$ cat config.mk
export PLATFORM = sky130hd
export DESIGN_NAME = spi_reg_slave_flat
export DESIGN_NICKNAME = d
export VERILOG_FILES = /design/src/rtl/spi_reg_slave_if.sv /design/src/rtl/spi_reg_slave.sv /design/src/flat_wrapper.sv
export SDC_FILE = /design/constraint.sdc
export NUM_CORES = 1
export LEC_CHECK = 0
export ABC_AREA = 1
export CAP_MARGIN = 20
export CORE_MARGIN = 1
export CORE_UTILIZATION = 45
export DETAILED_ROUTE_END_ITERATION = 7
export PLACE_DENSITY_LB_ADDON = 0.15
export SYNTH_ARGS = -nofsm -noshare
export SYNTH_HDL_FRONTEND = slang
export SYNTH_SLANG_ARGS = --single-unit
$ cat constraint.sdc
create_clock -name clk -period 2.8 [get_ports clk]
set_input_delay 0.42 -clock clk [delete_from_list [all_inputs] [get_ports clk]]
set_output_delay 0.42 -clock clk [all_outputs]
set_load 0.01 [all_outputs]
$ cat src/rtl/spi_reg_slave_if.sv
// SPI bus bundle for spi_reg_slave: mode-0 serial clock, data in/out and chip select.
interface spi_reg_slave_if;
    logic sclk;
    logic copi;
    logic ncs;
    logic cipo;

    modport master (
        output sclk,
        output copi,
        output ncs,
        input  cipo
    );

    modport slave (
        input  sclk,
        input  copi,
        input  ncs,
        output cipo
    );
endinterface

$ cat src/rtl/spi_reg_slave.sv
// SPI mode-0 peripheral writing five 8-bit control registers from 16-bit frames.
// Optional readback on cipo is built only when SPI_READBACK_EN is defined.
module spi_reg_slave #(
    parameter int SYNC_STAGES = 2
) (
    input  logic               clk,
    input  logic               rst_n,
    spi_reg_slave_if.slave     spi,
    output logic [7:0]         en_reg_out_7_0,
    output logic [7:0]         en_reg_out_15_8,
    output logic [7:0]         en_reg_pwm_7_0,
    output logic [7:0]         en_reg_pwm_15_8,
    output logic [7:0]         pwm_duty_cycle
);

    typedef enum logic [1:0] {
        ST_IDLE   = 2'd0,
        ST_SHIFT  = 2'd1,
        ST_COMMIT = 2'd2
    } state_t;

    logic [SYNC_STAGES-1:0] sclk_sync_r;
    logic [SYNC_STAGES-1:0] copi_sync_r;
    logic [SYNC_STAGES-1:0] ncs_sync_r;
    logic                   sclk_prev_r;
    logic                   ncs_prev_r;

    logic sclk_s;
    logic copi_s;
    logic ncs_s;
    logic sclk_rise_s;
    logic ncs_rise_s;
    logic ncs_fall_s;

    state_t      state_r;
    state_t      state_nxt;
    logic [4:0]  count_r;
    logic [4:0]  count_nxt;
    logic [15:0] shift_r;
    logic [15:0] shift_nxt;
    logic        pend_r;
    logic        pend_nxt;
    logic        write_en_s;

    logic [7:0] out_lo_r;
    logic [7:0] out_hi_r;
    logic [7:0] pwm_lo_r;
    logic [7:0] pwm_hi_r;
    logic [7:0] duty_r;

    // Input synchronizers. ncs resets low so a chip select already active at reset
    // release produces no falling edge and the interrupted frame is ignored.
    always_ff @(posedge clk or negedge rst_n) begin
        if (!rst_n) begin
            sclk_sync_r <= {SYNC_STAGES{1'b0}};
            copi_sync_r <= {SYNC_STAGES{1'b0}};
            ncs_sync_r  <= {SYNC_STAGES{1'b0}};
            sclk_prev_r <= 1'b0;
            ncs_prev_r  <= 1'b0;
        end else begin
            sclk_sync_r <= {sclk_sync_r[SYNC_STAGES-2:0], spi.sclk};
            copi_sync_r <= {copi_sync_r[SYNC_STAGES-2:0], spi.copi};
            ncs_sync_r  <= {ncs_sync_r[SYNC_STAGES-2:0], spi.ncs};
            sclk_prev_r <= sclk_sync_r[SYNC_STAGES-1];
            ncs_prev_r  <= ncs_sync_r[SYNC_STAGES-1];
        end
    end

    assign sclk_s      = sclk_sync_r[SYNC_STAGES-1];
    assign copi_s      = copi_sync_r[SYNC_STAGES-1];
    assign ncs_s       = ncs_sync_r[SYNC_STAGES-1];
    assign sclk_rise_s = sclk_s & ~sclk_prev_r;
    assign ncs_rise_s  = ncs_s & ~ncs_prev_r;
    assign ncs_fall_s  = ~ncs_s & ncs_prev_r;

    // Frame FSM state, bit counter, shift register and pending-frame flag.
    always_ff @(posedge clk or negedge rst_n) begin
        if (!rst_n) begin
            state_r <= ST_IDLE;
            count_r <= 5'd0;
            shift_r <= 16'h0000;
            pend_r  <= 1'b0;
        end else begin
            state_r <= state_nxt;
            count_r <= count_nxt;
            shift_r <= shift_nxt;
            pend_r  <= pend_nxt;
        end
    end

    // Next-state logic. A frame whose select falls during COMMIT is remembered so it
    // starts from IDLE on the very next cycle without losing a coincident first bit.
    always_comb begin
        state_nxt = state_r;
        count_nxt = count_r;
        shift_nxt = shift_r;
        pend_nxt  = pend_r;
        case (state_r)
            ST_IDLE: begin
                if (ncs_fall_s || pend_r) begin
                    state_nxt = ST_SHIFT;
                    pend_nxt  = 1'b0;
                    if (sclk_rise_s && !ncs_s) begin
                        count_nxt = 5'd1;
                        shift_nxt = {15'h0000, copi_s};
                    end else begin
                        count_nxt = 5'd0;
                        shift_nxt = 16'h0000;
                    end
                end else begin
                    state_nxt = ST_IDLE;
                end
            end
            ST_SHIFT: begin
                if (ncs_rise_s) begin
                    state_nxt = ST_COMMIT;
                end else if (sclk_rise_s) begin
                    shift_nxt = {shift_r[14:0], copi_s};
                    if (count_r != 5'd17) begin
                        count_nxt = count_r + 5'd1;
                    end else begin
                        count_nxt = 5'd17;
                    end
                end else begin
                    state_nxt = ST_SHIFT;
                end
            end
            ST_COMMIT: begin
                state_nxt = ST_IDLE;
                if (ncs_fall_s) begin
                    pend_nxt = 1'b1;
                end else begin
                    pend_nxt = pend_r;
                end
            end
            default: begin
                state_nxt = ST_IDLE;
                count_nxt = 5'd0;
                shift_nxt = 16'h0000;
                pend_nxt  = 1'b0;
            end
        endcase
    end

    assign write_en_s = (state_r == ST_COMMIT) && (count_r == 5'd16) &&
                        shift_r[15] && (shift_r[14:8] <= 7'h04);

    // Register file; only a complete 16-bit write to a mapped address lands here.
    always_ff @(posedge clk or negedge rst_n) begin
        if (!rst_n) begin
            out_lo_r <= 8'h00;
            out_hi_r <= 8'h00;
            pwm_lo_r <= 8'h00;
            pwm_hi_r <= 8'h00;
            duty_r   <= 8'h00;
        end else if (write_en_s) begin
            case (shift_r[10:8])
                3'd0:    out_lo_r <= shift_r[7:0];
                3'd1:    out_hi_r <= shift_r[7:0];
                3'd2:    pwm_lo_r <= shift_r[7:0];
                3'd3:    pwm_hi_r <= shift_r[7:0];
                3'd4:    duty_r   <= shift_r[7:0];
                default: duty_r   <= duty_r;
            endcase
        end else begin
            duty_r <= duty_r;
        end
    end

    assign en_reg_out_7_0  = out_lo_r;
    assign en_reg_out_15_8 = out_hi_r;
    assign en_reg_pwm_7_0  = pwm_lo_r;
    assign en_reg_pwm_15_8 = pwm_hi_r;
    assign pwm_duty_cycle  = duty_r;

`ifdef SPI_READBACK_EN
    logic       sclk_fall_s;
    logic [7:0] rd_data_s;
    logic [7:0] tx_r;
    logic       rd_act_r;
    logic       cipo_r;

    assign sclk_fall_s = ~sclk_s & sclk_prev_r;

    // Read mux addressed by the header byte as it completes; unmapped reads return zero.
    always_comb begin
        rd_data_s = 8'h00;
        case (shift_nxt[6:0])
            7'h00:   rd_data_s = out_lo_r;
            7'h01:   rd_data_s = out_hi_r;
            7'h02:   rd_data_s = pwm_lo_r;
            7'h03:   rd_data_s = pwm_hi_r;
            7'h04:   rd_data_s = duty_r;
            default: rd_data_s = 8'h00;
        endcase
    end

    // Readback shifter: loads on the 8th rising edge of a read frame, then presents
    // one data bit per falling edge so the controller samples it on the next rise.
    always_ff @(posedge clk or negedge rst_n) begin
        if (!rst_n) begin
            tx_r     <= 8'h00;
            rd_act_r <= 1'b0;
            cipo_r   <= 1'b0;
        end else if (state_r != ST_SHIFT) begin
            tx_r     <= 8'h00;
            rd_act_r <= 1'b0;
            cipo_r   <= 1'b0;
        end else if (sclk_rise_s && !ncs_rise_s && (count_nxt == 5'd8) && !shift_nxt[7]) begin
            tx_r     <= rd_data_s;
            rd_act_r <= 1'b1;
        end else if (sclk_fall_s && rd_act_r && (count_r >= 5'd8) && (count_r <= 5'd15)) begin
            cipo_r <= tx_r[7];
            tx_r   <= {tx_r[6:0], 1'b0};
        end else begin
            cipo_r <= cipo_r;
        end
    end

    assign spi.cipo = cipo_r;
`else
    assign spi.cipo = 1'b0;
`endif

endmodule
$ cat src/flat_wrapper.sv
// flat-port wrapper written by rule: the top's interface ports become plain ports
module spi_reg_slave_flat 
#(
    parameter int SYNC_STAGES = 2
)
  (clk, rst_n, en_reg_out_7_0, en_reg_out_15_8, en_reg_pwm_7_0, en_reg_pwm_15_8, pwm_duty_cycle, spi_sclk, spi_copi, spi_ncs, spi_cipo);
  spi_reg_slave_if spi_i ();
  input  logic clk;
  input  logic rst_n;
  output logic [7:0] en_reg_out_7_0;
  output logic [7:0] en_reg_out_15_8;
  output logic [7:0] en_reg_pwm_7_0;
  output logic [7:0] en_reg_pwm_15_8;
  output logic [7:0] pwm_duty_cycle;
  input wire logic [$bits(spi_i.sclk)-1:0] spi_sclk;
  input wire logic [$bits(spi_i.copi)-1:0] spi_copi;
  input wire logic [$bits(spi_i.ncs)-1:0] spi_ncs;
  output wire logic [$bits(spi_i.cipo)-1:0] spi_cipo;
  assign spi_i.sclk = spi_sclk;
  assign spi_i.copi = spi_copi;
  assign spi_i.ncs = spi_ncs;
  assign spi_cipo = spi_i.cipo;
  spi_reg_slave #(.SYNC_STAGES(SYNC_STAGES)) u_core (.clk(clk), .rst_n(rst_n), .spi(spi_i), .en_reg_out_7_0(en_reg_out_7_0), .en_reg_out_15_8(en_reg_out_15_8), .en_reg_pwm_7_0(en_reg_pwm_7_0), .en_reg_pwm_15_8(en_reg_pwm_15_8), .pwm_duty_cycle(pwm_duty_cycle));
endmodule
# Word-level counts from Yosys, hierarchy flattened
# Index checks and enable logic that the tools add are counted.
word_totals:
  regBits: 72
  latchBits: 0
  ramBits: 0
  mem_bits_ro: 0
  inputBits: 5
  mem_count: 0
classes:
  add_sub_neg: 1
  mul: 0
  div_mod_pow: 0
  magnitude_cmp: 1
  n_eq_ne: 13
  n_shift: 0
  mux: 18
  bitwise_logic: 8
  reduce_logical: 15
op_table:
  columns: ["operator", "n"]
  rows:
  - ["$mux W16", 3]
  - ["$pmux W16 S3", 1]
  - ["$mux W5", 4]
  - ["$pmux W5 S3", 1]
  - ["$reduce_and A2 Y1", 5]
  - ["$le A7 B3 Y1 const B", 1]
  - ["$eq A3 B2 Y1 const B", 2]
  - ["$ne A2 B1 Y1 const B", 3]
  - ["$add A5 B1 Y5 const B", 1]
  - ["$eq A5 B5 Y1 const B", 1]
  - ["$mux W1", 5]
  - ["$ne A5 B5 Y1 const B", 1]
  - ["$not A1 Y1", 5]
  - ["$logic_and A1 B1 Y1", 4]
  - ["$mux W2", 2]
  - ["$pmux W2 S2", 1]
  - ["$reduce_and A4 Y1", 1]
  - ["$and A1 B1 Y1", 3]
  - ["$eq A3 B1 Y1 const B", 1]
  - ["$eq A3 B3 Y1 const B", 1]
  - ["$logic_not A3 Y1", 1]
  - ["$ne A3 B3 Y1 const B", 1]
  - ["$pmux W1 S3", 1]
  - ["$reduce_and A3 Y1", 1]
  - ["other kinds (6)", 6]

# Longest topological paths before layout
# Gate-level depths: netlist of the first run.
logic_depth:
  depth_word: 6
  ltp_mapped: 9
  ltp_nobuf: 9

# Worst setup path before layout of the first run
# Ideal clock, no wire load.
synth_path:
  path_type: "register to register"
  start: "register u_core.count_r[0]"
  end: "register u_core.out_hi_r[0], in the netlist u_core.en_reg_out_15_8[0]"
  setup_ps: 119
  arrival_ps: 1283
  setup_slack_ps: 1398
  stages_incl_launch_ff: 8
  period_less_slack_ps: 1402
  path_cell_list: "dfrtp_1 > inv_1 > ha_1 > nand3_1 > nor2_1 > nand4_1 > nand2_1 > nand2_1"
synth_between:
  elab_chain_cells: 5
synth_rtl:
  columns: ["item", "line_no", "text"]
  rows:
  - ["start: declaration", "spi_reg_slave.sv:37", "logic [4:0] count_r;"]
  - ["start signal: assignment", "spi_reg_slave.sv:85", "count_r <= count_nxt;"]
  - ["$eq A5 B5 Y1", "spi_reg_slave.sv:145", "assign write_en_s = (state_r == ST_COMMIT) && (count_r == 5'd16) &&"]
  - ["$logic_and A1 B1 Y1 (2 in a row)", "spi_reg_slave.sv:145", null]
  - ["$logic_and A1 B1 Y1", "spi_reg_slave.sv:146", "shift_r[15] && (shift_r[14:8] <= 7'h04);"]
  - ["$reduce_and A2 Y1 (no source line)", null, null]
  - ["end signal: assignment", "spi_reg_slave.sv:159", "3'd1: out_hi_r <= shift_r[7:0];"]
  - ["end: declaration", "spi_reg_slave.sv:46", "logic [7:0] out_hi_r;"]
# Every way passes these cells.
# A chain may end at the register's enable or synchronous reset.

# Final worst setup path of the first run
layout_path:
  start: "register u_core.shift_r[8]"
  end: "register u_core.pwm_hi_r[2], in the netlist u_core.en_reg_pwm_15_8[2]"
layout_between:
  elab_chain_cells: 3
  elab_cells_between_ends: 4
  cone_classes: "order compare: 1; eq/ne: 1; reduce/logical: 2"
layout_rtl:
  columns: ["item", "line_no", "text"]
  rows:
  - ["start: declaration", "spi_reg_slave.sv:39", "logic [15:0] shift_r;"]
  - ["start signal: assignment", "spi_reg_slave.sv:86", "shift_r <= shift_nxt;"]
  - ["$le A7 B3 Y1", "spi_reg_slave.sv:146", null]
  - ["$logic_and A1 B1 Y1", "spi_reg_slave.sv:146", null]
  - ["$reduce_and A2 Y1 (no source line) (*)", null, null]
  - ["end signal: assignment", "spi_reg_slave.sv:161", "3'd3: pwm_hi_r <= shift_r[7:0];"]
  - ["end: declaration", "spi_reg_slave.sv:48", "logic [7:0] pwm_hi_r;"]
# Every way passes the cells marked *; elsewhere a longest branch is shown, timed or not.

==> results of run 1 <==
## Yosys cell counts (all sizes together)
| cell | n | share of area [%] |
|---|---|---|
| clkbuf | 6 | 0.73 |
| dfrtp | 72 | 58 |
| nand3 | 32 | 5.2 |
| xor2 | 2 | 0.57 |
| inv | 20 | 2.4 |
| buf | 9 | 2.3 |
| o21ai | 12 | 1.9 |
| conb | 1 | 0.12 |
| or2 | 1 | 0.20 |
| nor2 | 22 | 3.6 |
| nand4 | 36 | 7.3 |
| nand2 | 127 | 16 |
| ha | 3 | 1.2 |
| nand3b | 2 | 0.49 |
## logic make-up (layout without fill, tap and decap cells)
| family | after synthesis | count (layout) | synth area share [%] |
|---|---|---|---|
| adder cells (fa/ha/maj) | 3 | 3 | 1.215 |
| other | 1 | 1 | 0.1214 |
| AO/OA/AOI/OAI | 12 | 12 | 1.944 |
| AND/OR/NAND/NOR | 220 | 220 | 32.32 |
| XOR/XNOR | 2 | 2 | 0.5671 |
| buffers and inverters | 35 | 84 | 5.508 |
| flip-flops | 72 | 72 | 58.32 |
## metal layers
metal	global-route usage, %	vias to the layer above
met4	8.475	0
met2	31.04	61
met3	3.696	7
li1	-	1222
met1	29.57	1180
met5	0	-
## worst max-delay path, delay by kind of cell, from the launching register on
family / cells / cell delay, ns
buffers and inverters: 2 / 0.50
DFF: 1 / 0.64
and+or+nand+nor: 6 / 0.70
## power groups by stage
stage | sequential (µW) | clock (µW) | combinational (µW)
floorplan | 1130 | 0 | 140
global placement | 1160 | 0 | 189
detailed placement | 1160 | 0 | 194
CTS | 1140 | 1050 | 195
global route | 1150 | 1090 | 217
finish | 1140 | 1030 | 191
## through the flow
stage / cells / instance area (µm²) / setup WS, ns
after CTS: 471 / 3810 / 0.9082
after global placement: 455 / 3556 / 0.9521
after detailed placement: 455 / 3556 / 0.9191
after global routing: 471 / 3810 / 0.7136
after floorplan: 345 / 3089 / 1.398
final: 471 / 3810 / 0.8763
## worst max-delay path by stage
stage | endpoint | slack (ns) | cells past startpoint
floorplan | u_core.en_reg_out_15_8[0] | 1.40 | 7
global placement | u_core.en_reg_pwm_15_8[0] | 0.95 | 8
detailed placement | u_core.en_reg_out_15_8[0] | 0.92 | 8
CTS | u_core.en_reg_pwm_15_8[2] | 0.91 | 8
global route | u_core.shift_r[8] | 0.71 | 4
finish | u_core.en_reg_pwm_15_8[2] | 0.88 | 8
## final cells by class
type	instances	area [µm²]	area share, %
Multi-Input combinational cell	238	1117	29.33
Timing Repair Buffer	48	465.4	12.22
Sequential cell	72	1802	47.29
Inverter	20	75.07	1.970
Clock buffer	11	151.4	3.974
Clock inverter	5	102.6	2.693
Tap cell	77	96.34	2.529
## registers in the layout (all words and copies together), names as in the netlist
register	flops
u_core.pwm_duty_cycle	8
u_core.copi_sync_r	2
u_core.en_reg_pwm_15_8	8
u_core.shift_r	16
u_core.en_reg_out_15_8	8
u_core.sclk_sync_r	2
u_core.state_r	2
u_core.en_reg_out_7_0	8
u_core.ncs_sync_r	2
u_core.en_reg_pwm_7_0	8
u_core.sclk_prev_r	1
u_core.count_r	5
u_core.pend_r	1
u_core.ncs_prev_r	1
==> results.md, run 1 <==
- Required time reported for the critical path endpoint: 3.07 ns
- Cell variety after synth: 20
- Sequential-to-total area share from yosys stat: 58.32%
- Synthesized instance count: 345
- Area overhead of the layout relative to synthesis: 23.33%
- # clock sinks: 72
- Vias after detailed routing: 2470
- Final critical-path share of the clock period: 68.70%
- WL met1: 3367 µm
- Commonest cells after routing, fill and taps aside: 126 x sky130_fd_sc_hd__nand2_1, 72 x sky130_fd_sc_hd__dfrtp_1, 43 x sky130_fd_sc_hd__clkdlybuf4s50_1, 36 x sky130_fd_sc_hd__nand4_1, 32 x sky130_fd_sc_hd__nand3_1
- Worst path cell trace: inv_1, nand2_1, nand2_1, nand2_1, nor2_4, buf_4, nand4_1, nand2_1
- Number of diodes added for antenna fixing: 0
- Logic depth of the worst register-to-register path: 8
- Filler cells: 585
- Capture instance of the worst register-to-register path: u_core.en_reg_pwm_15_8[2]
- Total Negative Setup Slacks: 0 ns
- Post-detailed-route count of antenna-violating nets: 0
- HPWL Detailed: 4353 µm
- Width of the die: 84.86 µm
- Setup slack, reg-to-reg: 0.88 ns
- Routed length on met2: 3114 µm
- Worst-margin pin slew: 0.8845 ns
- H-Tree Level Count: 3
- GP Congestion: 0.8154
- Vias in the first global route: 2331
- Synthesized area per cell: 8.954 µm²
- Time the final worst path needs with I/O delays and setup: 1.924 ns
- Endpoint arrival time on the critical path: 2.19 ns
- First-pass GRT wire length: 11340 µm
- Static leakage power: 0.001922 µW
- Combinational power share: 8.1%
- Highest fanout seen on the critical path: 32
- Initial standard-cell utilization of the core: 47.56%
- Residual DRC: 3
- Fin. max-slew vios: 0
- Final wirelength: 6808 µm
- Number of warnings printed during yosys synthesis: 0
- PortBufs: 44
- Fraction of layout instances using a drive strength above 1: 7.614%
- Average vias per placed instance: 5.244
- Setup crit start kind: flip-flop
- Commonest non-fill, non-tap cell in the layout: sky130_fd_sc_hd__nand2_1
- CP most frequent cell: sky130_fd_sc_hd__nand2_1
- Resized Gates After CTS: 0
- Total routing usage reported by global routing: 20.56%
- Violations in the final reports: design-rule violations
- Max Cap Viol: 0
- Critical path's slowest cell: sky130_fd_sc_hd__dfrtp_1
- Total Power: 2363 µW
- Pin count of the biggest net entering global routing: 73
- Inserted Clock Buffers: 9
- Total Nets Final: 397
- Critical path capture point type: flip-flop
- CTS root buffer: sky130_fd_sc_hd__clkbuf_8
- Final number of setup-violating endpoints: 0
- Cell area after synthesis: 3089 µm²
- Max Used Layer: met4
- Achievable frequency: 519.8 MHz
- Initial antenna violation count: 0
- Utilization after layout: 58.66%
- Clock transition at path regs: 0.07 ns
- TritonCTS clock tree: done
- Crit Reg-Reg Startpoint: u_core.shift_r[8]
- Top-level port count: 46
- Net Count, Synth: 353
- Die Span Y: 84.86 µm
- Net switching fraction of the power: 25.03%
- Class of the tightest hold or removal check: in -> async
- Clock buffer depth: 2
- Tightest hold margin: 0.2926 ns
- Pre-Repair DR Iteration Count: 6
- Clk_lat worst skew: 0.34 ns
- Setup crit start: u_core.shift_r[8]
- Switching power total: 591.3 µW
- Internal power summed over all cells: 1771 µW
- Portion of total power attributed to the clock network: 43.6%
- Peak supply drop: 0.3482 mV
- DR iter-0 viols: 138
- Sequential share of power: 48.4%
- Post-CTS setup buffer count: 0
- Hold Buf Count CTS: 0
- Avg WL per Cell: 14.45 µm
- Pwr Density: 620.2 nW/µm²
- Total die area: 7200 µm²
- Worst Clk Skew: 0.009693 ns
- Rel. slew slack: 41.04%
- Detailed-routed wire length on met3: 253 µm
- RSZ-0062 raised after global routing: no
- Placement Rows: 29
- Final Hold Fails: 0
- Synthesized flop and latch total: 72
- Class of the most critical setup path: reg -> reg
- Result of the run: finished with violations
- Area of the core region: 6495 µm²
- Final global-route overflow total: 0
- Slowest stage delay, CP: 0.64 ns
Note: power is estimated with default switching activity, not from simulation.
==> run 2, diff against run 1 <==
==> constraint.sdc (replaced) <==
create_clock -name clk -period 1.71 [get_ports clk]
set_input_delay 0.2565 -clock clk [delete_from_list [all_inputs] [get_ports clk]]
set_output_delay 0.2565 -clock clk [all_outputs]
set_load 0.01 [all_outputs]
==> run 2 against run 1 <==
  * The flow still finishes with violations (design-rule violations)
  * Setup slack worse by 0.76 ns
  * Clock power rose by 65%
  * Die area unchanged
  * Fmax up 21%
  * Flip-flop and latch count did not move
  * Critical path type unchanged
  * Sequential power up 63%
  * Non-clock buffer count increased by 14
  * Clock skew grew 0.0013 ns
  * Highest routed layer unchanged
  * First-iteration DRC count is 31% higher
  * Critical path depth fell by 1
==> results.md, run 2 (same netlist as run 1, synthesis figures left out) <==
- Setup crit start: u_core.count_r[1]
- Utilization after layout: 61.24% (+2.6 points)
- RSZ-0062 raised after global routing: no
- Class of the tightest hold or removal check: in -> reg
- Commonest cells after routing, fill and taps aside: 125 x sky130_fd_sc_hd__nand2_1, 72 x sky130_fd_sc_hd__dfrtp_1, 43 x sky130_fd_sc_hd__clkdlybuf4s50_1, 36 x sky130_fd_sc_hd__nand4_1, 32 x sky130_fd_sc_hd__nand3_1
- Final global-route overflow total: 0 (unchanged)
- Highest fanout seen on the critical path: 8 (-75%)
- Area overhead of the layout relative to synthesis: 28.76%
- Final Hold Fails: 0 (unchanged)
- Average vias per placed instance: 5.295 (+0.97%)
- Width of the die: 84.86 µm (unchanged)
- Max FFs per register: 16 (unchanged)
- Top-level port count: 46 (unchanged)
- Pwr Density: 990.9 nW/µm² (+60%)
- Final critical-path share of the clock period: 93.28% (+25 points)
- Result of the run: finished with violations
- Vias in the first global route: 2380 (+2.1%)
- First-pass GRT wire length: 11830 µm (+4.4%)
- Achievable frequency: 626.9 MHz (+21%)
- Fin. max-slew vios: 0 (unchanged)
- # clock sinks: 72 (unchanged)
- Area of the core region: 6495 µm² (unchanged)
- Slack of the critical path: 0.1149 ns (-0.7614 ns)
- Number of diodes added for antenna fixing: 0 (unchanged)
- Clock buffer depth: 2 (unchanged)
- Final number of setup-violating endpoints: 0 (unchanged)
- Setup crit start kind: flip-flop
- Vias after detailed routing: 2568 (+4.0%)
- CTS root buffer: sky130_fd_sc_hd__clkbuf_8
- DR iter-0 viols: 181 (+31%)
- Total Negative Setup Slacks: 0 ns (unchanged)
- Pre-CTS setup slack: 0.05903 ns (-0.8601 ns)
- Post-detailed-route count of antenna-violating nets: 0 (unchanged)
- Fin area: 3978 µm² (+4.4%)
- Endpoint arrival time on the critical path: 1.84 ns (-0.35 ns)
- Reg area: 1802 µm² (unchanged)
- PortBufs: 44 (unchanged)
- Peak supply drop: 0.5880 mV (+69%)
- TritonCTS clock tree: done
- Pin count of the biggest net entering global routing: 73 (unchanged)
- Inserted Clock Buffers: 9 (unchanged)
- Avg WL per Cell: 14.48 µm (+0.19%)
- Initial antenna violation count: 0 (unchanged)
- Violations in the final reports: design-rule violations
- Pre-Repair DR Iteration Count: 6 (unchanged)
- Tightest hold margin: 0.3392 ns (+0.04655 ns)
- H-Tree Level Count: 3 (unchanged)
- Worst Clk Skew: 0.01094 ns (+0.001250 ns)
- Crit Reg-Reg Startpoint: u_core.count_r[1]
- Fraction of layout instances using a drive strength above 1: 10.78% (+3.2 points)
- Total die area: 7200 µm² (unchanged)
- Static leakage power: 0.002009 µW (+4.5%)
- Class of the most critical setup path: reg -> reg
- Time the final worst path needs with I/O delays and setup: 1.595 ns (-0.3286 ns)
- Commonest non-fill, non-tap cell in the layout: sky130_fd_sc_hd__nand2_1
- HPWL Detailed: 4554 µm (+4.6%)
- Largest reg by FF count: u_core.shift_r
- Initial standard-cell utilization of the core: 47.56% (unchanged)
- Critical path capture point type: flip-flop
- Clock transition at path regs: 0.08 ns (about the same)
- Required time reported for the critical path endpoint: 1.96 ns (-1.11 ns)
- Filler cells: 576 (-1.5%)
- Placement Rows: 29 (unchanged)
- GP Congestion: 0.8440 (+3.5%)
- Residual DRC: 3 (unchanged)
- Cell Area, Placed: 3676 µm² (+3.4%)
- Total Nets Final: 411 (+3.5%)
- Clk_lat worst skew: 0.35 ns (about the same)
- Area of the multi-input gates: 1122 µm² (+0.45%)
- Max Cap Viol: 0 (unchanged)
- Die Span Y: 84.86 µm (unchanged)
- Start point of the worst hold path: spi_ncs
- Total routing usage reported by global routing: 21.47% (+0.91 points)
- Final wirelength: 7024 µm (+3.2%)
[run 2: changes by cell type in the layout (fill, tap and decap cells not counted), sizes merged]
| cell | before | now |
|---|---|---|
| clkinv | 1 | 0 |
| clkinvlp | 1 | 0 |
| dlygate4sd3 | 0 | 1 |
| inv | 20 | 21 |
| clkbuf | 11 | 13 |
| buf | 5 | 17 |
[run 2: power by group]
group          total, µW  internal (µW)  switching, µW
sequential          1860           1760           95.7
clock               1700           1060            641
combinational        387            136            250
total               3940           2950            987
[run 2: critical path, cell delays in order (launching register included)]
cell and delay [ns]:
sky130_fd_sc_hd__dfrtp_1 0.40, sky130_fd_sc_hd__inv_1 0.10, sky130_fd_sc_hd__ha_1 0.17, sky130_fd_sc_hd__nand3_1 0.11, sky130_fd_sc_hd__nor2_2 0.19, sky130_fd_sc_hd__nand4_1 0.30, sky130_fd_sc_hd__nand2_1 0.16, sky130_fd_sc_hd__nand2_1 0.05
[run 2: stage by stage]
stage | total power (µW) | cells
final | 3941 | 485
after global routing | 4112 | 485
after CTS | 3971 | 483
after detailed placement | 2286 | 466
after global placement | 2268 | 466
after floorplan | 2086 | 345
[run 2: routing by layer]
| metal | track usage, % | vias to the layer above | share of wire (%) |
|---|---|---|---|
| met5 | 0 | - | 0 |
| met4 | 7.858 | 0 | 1.7 |
| met3 | 4.572 | 8 | 4.1 |
| met2 | 32.67 | 79 | 47 |
| met1 | 30.61 | 1231 | 47 |
| li1 | - | 1250 | - |
[run 2: repair_timing]
action | in CTS | in global routing
hold buffers | 1 | 0
buffers inserted | 0 | 1
endpoints found under the hold margin | 72 | 0
setup endpoints to repair | 0 | 23
gates resized for setup | 0 | 2
[run 2: final cells by class]
class                      instances  share of cell area, %
sequential                        72                  45.30
multi-input combinational        238                  28.22
timing repair buffer              62                  15.79
clock buffer                      12                  3.901
clock inverter                     4                  2.485
tap                               77                  2.422
inverter                          20                  1.887
[run 2: final timing paths]
check                                                 to  slack [ns]  cells past startpoint
worst max-delay path            u_core.en_reg_out_7_0[2]        0.11                      7
worst min-delay path                u_core.ncs_sync_r[0]        0.34                      1
worst max register to register  u_core.en_reg_out_7_0[2]        0.11                      7
worst min register to register     u_core.copi_sync_r[1]        0.35                      0
max in group asynchronous              u_core.count_r[3]        0.93                      3
min in group asynchronous       u_core.pwm_duty_cycle[3]        0.45                      3
